<file path="src/rtl/layer_map_pkg.sv">
// Shared constants and symbol indexing for the 8-layer, two-codeword
// layer mapper and its receive-side inverse.
package layer_map_pkg;

   localparam int SYM_W         = 32;
   localparam int NLAYERS       = 8;
   localparam int LAYERS_PER_CW = 4;

   function automatic int cw_sym_index(input int beat, input int layer);
      return LAYERS_PER_CW * beat + layer;
   endfunction

endpackage

</file>
<file path="src/rtl/layer_demap_bank.sv">
// One ping-pong bank: two codeword registers filled one beat at a time,
// plus the flag saying the pair is complete and waiting for the consumer.
module layer_demap_bank #(
   parameter int SYM_W         = 32,
   parameter int SYM_PER_LAYER = 2,
   parameter int CNT_W         = 1,
   localparam int CW_W         = 4 * SYM_PER_LAYER * SYM_W
) (
   input  logic               clk,
   input  logic               rst,
   input  logic               wr_en,
   input  logic [CNT_W-1:0]   wr_beat,
   input  logic [8*SYM_W-1:0] wr_syms,
   input  logic               set_full,
   input  logic               clr_full,
   output logic               full,
   output logic [0:CW_W-1]    cw0,
   output logic [0:CW_W-1]    cw1
);
   import layer_map_pkg::*;

   localparam int NSYM = LAYERS_PER_CW * SYM_PER_LAYER;

   logic [SYM_W-1:0] cw0_q [NSYM];
   logic [SYM_W-1:0] cw0_d [NSYM];
   logic [SYM_W-1:0] cw1_q [NSYM];
   logic [SYM_W-1:0] cw1_d [NSYM];
   logic             full_q;
   logic             full_d;

   always_comb begin
      cw0_d  = cw0_q;
      cw1_d  = cw1_q;
      full_d = full_q;
      if (wr_en) begin
         for (int b = 0; b < SYM_PER_LAYER; b++) begin
            for (int k = 0; k < LAYERS_PER_CW; k++) begin
               if (wr_beat == CNT_W'(b)) begin
                  // layer1 sits at the MSB end of the beat
                  cw0_d[cw_sym_index(b, k)] =
                     wr_syms[(NLAYERS - k) * SYM_W - 1 -: SYM_W];
                  cw1_d[cw_sym_index(b, k)] =
                     wr_syms[(NLAYERS - LAYERS_PER_CW - k) * SYM_W - 1 -: SYM_W];
               end
            end
         end
      end
      if (set_full) begin
         full_d = 1'b1;
      end else if (clr_full) begin
         full_d = 1'b0;
      end
   end

   always_ff @(posedge clk or posedge rst) begin
      if (rst) begin
         cw0_q  <= '{default: '0};
         cw1_q  <= '{default: '0};
         full_q <= 1'b0;
      end else begin
         cw0_q  <= cw0_d;
         cw1_q  <= cw1_d;
         full_q <= full_d;
      end
   end

   always_comb begin
      cw0 = '0;
      cw1 = '0;
      for (int j = 0; j < NSYM; j++) begin
         cw0[j * SYM_W +: SYM_W] = cw0_q[j];
         cw1[j * SYM_W +: SYM_W] = cw1_q[j];
      end
   end

   assign full = full_q;

endmodule

</file>
<file path="src/rtl/layer_demapping.sv">
// Receive-side layer demapper: rebuilds two codewords from 8-layer beats
// into ping-pong banks, with framing checks on in_first.
module layer_demapping #(
   parameter int SYM_W         = layer_map_pkg::SYM_W,
   parameter int SYM_PER_LAYER = 2,
   localparam int CW_W         = 4 * SYM_PER_LAYER * SYM_W
) (
   input  logic               clk,
   input  logic               rst,
   input  logic               in_valid,
   output logic               in_ready,
   input  logic               in_first,
   input  logic [8*SYM_W-1:0] layer_sym,
   output logic               cw_valid,
   input  logic               cw_ready,
   output logic [0:CW_W-1]    codeword0,
   output logic [0:CW_W-1]    codeword1,
   output logic               sync_err
);
   import layer_map_pkg::*;

   localparam int CNT_W = (SYM_PER_LAYER > 1) ? $clog2(SYM_PER_LAYER) : 1;

   logic [CNT_W-1:0] cnt_q, cnt_d;
   logic             wr_q, wr_d;
   logic             rd_q, rd_d;
   logic             err_q, err_d;

   logic             acc;
   logic             pop;
   logic             we;
   logic             done;
   logic [CNT_W-1:0] wbeat;
   logic [1:0]       full;
   logic [1:0]       bank_we;
   logic [1:0]       bank_set;
   logic [1:0]       bank_clr;
   logic [0:CW_W-1]  bank_cw0 [2];
   logic [0:CW_W-1]  bank_cw1 [2];

   assign in_ready  = !rst && !full[wr_q];
   assign cw_valid  = full[rd_q];
   assign codeword0 = bank_cw0[rd_q];
   assign codeword1 = bank_cw1[rd_q];
   assign sync_err  = err_q;
   assign acc       = in_valid && in_ready;
   assign pop       = cw_valid && cw_ready;

   always_comb begin
      cnt_d = cnt_q;
      wr_d  = wr_q;
      rd_d  = rd_q;
      err_d = err_q;
      we    = 1'b0;
      done  = 1'b0;
      wbeat = '0;
      if (acc) begin
         if (in_first) begin
            // restart framing; any partial pair is simply overwritten
            we = 1'b1;
            if (cnt_q != '0) err_d = 1'b1;
            if (SYM_PER_LAYER == 1) begin
               done  = 1'b1;
               cnt_d = '0;
            end else begin
               cnt_d = CNT_W'(1);
            end
         end else if (cnt_q == '0) begin
            err_d = 1'b1;
         end else begin
            we    = 1'b1;
            wbeat = cnt_q;
            if (cnt_q == CNT_W'(SYM_PER_LAYER - 1)) begin
               done  = 1'b1;
               cnt_d = '0;
            end else begin
               cnt_d = cnt_q + CNT_W'(1);
            end
         end
      end
      if (done) wr_d = ~wr_q;
      if (pop)  rd_d = ~rd_q;
   end

   always_comb begin
      bank_we        = '0;
      bank_set       = '0;
      bank_clr       = '0;
      bank_we[wr_q]  = we;
      bank_set[wr_q] = done;
      bank_clr[rd_q] = pop;
   end

   always_ff @(posedge clk or posedge rst) begin
      if (rst) begin
         cnt_q <= '0;
         wr_q  <= 1'b0;
         rd_q  <= 1'b0;
         err_q <= 1'b0;
      end else begin
         cnt_q <= cnt_d;
         wr_q  <= wr_d;
         rd_q  <= rd_d;
         err_q <= err_d;
      end
   end

   for (genvar g = 0; g < 2; g++) begin : g_bank
      layer_demap_bank #(
         .SYM_W         (SYM_W),
         .SYM_PER_LAYER (SYM_PER_LAYER),
         .CNT_W         (CNT_W)
      ) u_bank (
         .clk      (clk),
         .rst      (rst),
         .wr_en    (bank_we[g]),
         .wr_beat  (wbeat),
         .wr_syms  (layer_sym),
         .set_full (bank_set[g]),
         .clr_full (bank_clr[g]),
         .full     (full[g]),
         .cw0      (bank_cw0[g]),
         .cw1      (bank_cw1[g])
      );
   end

endmodule

</file>
<file path="config.mk">
export PLATFORM = sky130hd
export DESIGN_NAME = layer_demapping
export DESIGN_NICKNAME = d
export VERILOG_FILES = /design/src/rtl/layer_map_pkg.sv /design/src/rtl/layer_demap_bank.sv /design/src/rtl/layer_demapping.sv
export SDC_FILE = /design/constraint.sdc
export NUM_CORES = 2
export LEC_CHECK = 0
export CAP_MARGIN = 20
export CORE_MARGIN = 10
export CORE_UTILIZATION = 58
export CTS_CLUSTER_SIZE = 16
export DETAILED_ROUTE_END_ITERATION = 7
export HOLD_SLACK_MARGIN = 0.08
export MAX_ROUTING_LAYER = met4
export PLACE_DENSITY = 0.93
export SYNTH_ARGS = -nofsm -noshare
export SYNTH_HDL_FRONTEND = slang
export SYNTH_HIERARCHICAL = 1
export SYNTH_SLANG_ARGS = --single-unit
</file>
<file path="constraint.sdc">
create_clock -name clk -period 47.5 [get_ports clk]
set_input_delay 4.75 -clock clk [delete_from_list [all_inputs] [get_ports clk]]
set_output_delay 4.75 -clock clk [all_outputs]
set_load 0.02 [all_outputs]
</file>
* After elaboration in Yosys (flattened, before gate mapping)
Index checks and enable logic that the tools add are counted.
** Storage, ports and cells
- Register bits :: 1030
- Input bits :: 261
- Output and inout port bits :: 515
** Cells by class
- $lt $le $gt $ge :: 5
- Equality and inequality tests :: 2
- Muxes and demuxes :: 27
- Bitwise gates (word level) :: 7
- Reductions and logical operators :: 14
** Operators by type and width (number)
- 256-bit two-way mux :: 6
- 1-bit two-way mux :: 19
- 2-bit AND reduction :: 4
- 2-bit AND :: 3
- 1-bit logical AND :: 5
- 1-bit by 2-bit less-than comparator with 1-bit output, second input constant :: 2
- 2-bit nonzero test :: 2
- 1-bit inverter :: 3
- 3-bit AND reduction :: 1
- 1-bit demux with 1-bit select :: 2
- 1-bit >= comparator, second input constant :: 2
- 2-bit >= comparator, second input constant :: 1
- 1-bit logical NOT :: 2
- 2-bit by 1-bit inequality test with 1-bit output, second input constant :: 1
- 2-bit inequality test, second input constant :: 1
- 1-bit inverter with 2-bit output :: 1

* Logic depth before layout (Yosys ltp)
- Depth in word-level cells :: 8
- Mapped depth :: 9
- Mapped depth without buffers :: 6

* Modules after synthesis
Netlist, hierarchy kept.
** By module, submodules not included
- layer_demap_bank :: times used 2, cells an instance 1087, area an instance 20031.7 um2, sequential area each 12837.3 um2
- layer_demapping :: times used 1, cells an instance 596, area an instance 8176.6 um2, sequential area each 100.1 um2

* Least setup slack after synthesis
Ideal clock, no wire load.
- Kind :: input to output
- From :: input port rst
- To :: output port in_ready
- Arrival time :: 5043 ps
- Data required time :: 42750 ps
- Path slack :: 37707 ps
- Stages on the path :: 1
- Path buffers :: 0
- Cells stage by stage :: nor2_1
** On the way
- Word-level cells in the longest chain between the ends :: 2
** RTL lines
- start: declaration :: line layer_demapping.sv:9 : input logic rst,
- 1-bit logical NOT (no line)
- 1-bit logical AND :: line layer_demapping.sv:41 : assign in_ready = !rst && !full[wr_q];
- end: declaration :: line layer_demapping.sv:11 : output logic in_ready,
No other way between the ends.

* Worst setup path in the final report
Same ends and word-level chain as after synthesis.

==> results.ini <==
[clocking]
clkSinkCount=1030
cts.clk_slew.worst_paths_ns=0.06
cts.repair.resized=0
cts_tree=done
cts_buffers=103
cts_root_buffer=clkbuf_16
clockBufferDepth=3
cts-htree-levels=3
hold_buffers=0
cts_setup_buffers=0
clock_latency_ns=0.66

[synth]
synth.net_count=3033
yosysMostFrequentCell=dfrtp_1
netlist.area_leader.share=0.5343
synth_area_um2=48240
yosys_register_bits=1030
synthTopCellsByArea=dfrtp_1 53%, mux2_4 25%, mux2_2 17%
async_flop_share=1.000
synth_edf_count=0
synthCells=2770
synth_seq_area_share=0.5343
yosysWarnings=6
synth_top_cell_by_area=dfrtp_1
ys_types=24
ys.flop_type=dfrtp_1
post_synth.cell_area_avg_um2=17.42
synth_common_cells=1030 x dfrtp_1, 801 x mux2_4, 737 x mux2_2, 65 x buf_2

[power_and_ir_drop]
pwr-share-seq=0.333
swShare=0.3387
pwr-share-comb=0.469
powerDensity_nw_per_um2=73.41
switching_power_mw=1.480
leakage_nw=29.42
peakVddDrop_uv=56.55
p_int_mw=2.889
pwr-share-clk=0.197
power.total_mw=4.368

[sta]
finalMaxSlewViolations=0
setup_viol=0
fmax_mhz=90.84
skew_ns=0.03736
finalCritPeriodShare=0.2318
worstMarginPinSlew_ns=1.235
layout_setup_ws_ns=36.49
hold_viol=0
slew_headroom=0.1770
finalSetupTns_ns=0
rsz0062_at_grt=no
min_period_ns=11.01

[worst_setup_path]
r2r_cells=7
cp.required_ns=42.75
critPathLaunchType=primary input
rr_startpoint=wr_q$_DFFE_PP0P_
rrSetupSlack_ns=42.17
path_class=primary input to output pin
r2r_end=g_bank[0].u_bank/cw1[126]$_DFFE_PP0P_
cp-end-kind=output pin
cp_max_fo=5
critPathArrivalTime_ns=6.26

[drt]
drtIter0Drc=1710
drc=0
drtPass1Iterations=7
vias_per_cell=5.759
wl_mm=135.2
vias=27170
post_drt_wl_per_cell_um=28.67
ant_nets=0

[hold_path]
holdCritPathClass=flip-flop to flip-flop
holdPathEnd=g_bank[0].u_bank/cw0[251]$_DFFE_PP0P_
min_from=g_bank[0].u_bank/cw0[251]$_DFFE_PP0P_
hold_depth=1

[die]
ioPinCount=776
rows=105
initial_utilization=0.5866
dieArea_um2=95110
fp.coreArea_um2=82240
die_w_um=308.4
die_h_um=308.4

[global_route]
grt_pass1_vias=30860
grt_overflow_total=0
antenna_found_initial=46
grt_max_degree=158
grt_first_pass_wirelength_mm=201.7
track_usage=0.2837

[finish]
area_growth_pct=23.35
drive_gt1_frac=0.4867
n_fill_cell=4677
seqCellArea_um2=25780
final_cells=4718
multi_input_area_um2=20530
nNetsFinal=3775
final_util=0.7235

[job]
maxCapViolations=0

[placement]
hpwlAfterDp_mm=85.25
dpl.cell_count=4476
io_buffers=775
pre_cts_ws_ns=36.52
gp_congestion=0.8346

[status]
status=finished, final reports clean

stage by stage:
stage / hold slack [ns] / instance area (um^2)
global route: 0.5143 / 59500
finish: 0.5006 / 59500
CTS: 0.5028 / 59350
floorplan: 0.4736 / 48240
global placement: 0.4807 / 55750
detailed placement: 0.4828 / 55750
final cells by class:
| type | count | area share |
|---|---|---|
| antenna | 50 | 0.002103 |
| clock buffer | 153 | 0.05189 |
| clock inverter | 38 | 0.008579 |
| inverter | 8 | 0.0007570 |
| multi-input combinational | 1561 | 0.3450 |
| sequential | 1030 | 0.4332 |
| tap | 1070 | 0.02250 |
| timing repair buffer | 808 | 0.1359 |
flip-flops by register name, summed over array words and instances, names as in the netlist:
register,flops
sync_err,1
g_bank.u_bank/cw1,512
cnt_q,1
g_bank.u_bank/full,2
rd_q,1
g_bank.u_bank/cw0,512
wr_q,1
power groups by stage:
| stage | Combinational [mW] | Clock, mW | Sequential [mW] |
|---|---|---|---|
| after CTS | 2.05 | 0.872 | 1.45 |
| after global placement | 1.98 | 0 | 1.41 |
| after floorplan | 1.38 | 0 | 1.36 |
| after global routing | 2.12 | 0.908 | 1.49 |
| final | 2.05 | 0.862 | 1.46 |
| after detailed placement | 2.02 | 0 | 1.44 |
how the worst max path moves through the flow:
stage / slack (ns) / from / to
floorplan: 28.42 / rst / g_bank[0].u_bank/cw0[0]$_DFFE_PP0P_
global placement: 36.50 / rst / in_ready
detailed placement: 36.52 / rst / in_ready
CTS: 36.47 / rst / in_ready
global route: 36.42 / rst / in_ready
finish: 36.49 / rst / in_ready
critical path, stage by stage:
cell             delay, ns
clkdlybuf4s50_1       0.65
nor2_1                0.22
clkdlybuf4s50_1       0.64
routing by layer:
metal,track usage,routed length (um),vias to the layer above
met5,-,0,-
met2,0.4662,69010,947
met3,0.06160,8189,318
li1,-,-,11500
met1,0.3163,50000,14400
met4,0.1696,8043,0
cell usage in the layout (no fill, tap or decap), types with 10 or more instances in the layout:
master,instances
buf_4,27
bufinv_16,10
clkbuf_1,20
clkbuf_16,105
clkbuf_8,28
clkdlybuf4s50_1,775
clkinv_2,20
dfrtp_1,1029
diode_2,50
mux2_2,737
mux2_4,801
kinds of logic after synthesis:
logic type | after synthesis | share of synthesized area
buf+inv | 179 | 0.04072
simple gates | 14 | 0.002023
mux | 1539 | 0.4216
flops | 1030 | 0.5343
compound gates | 6 | 0.0008816
fa+ha+maj | 2 | 0.0005187
(Power assumes the default switching activity.)
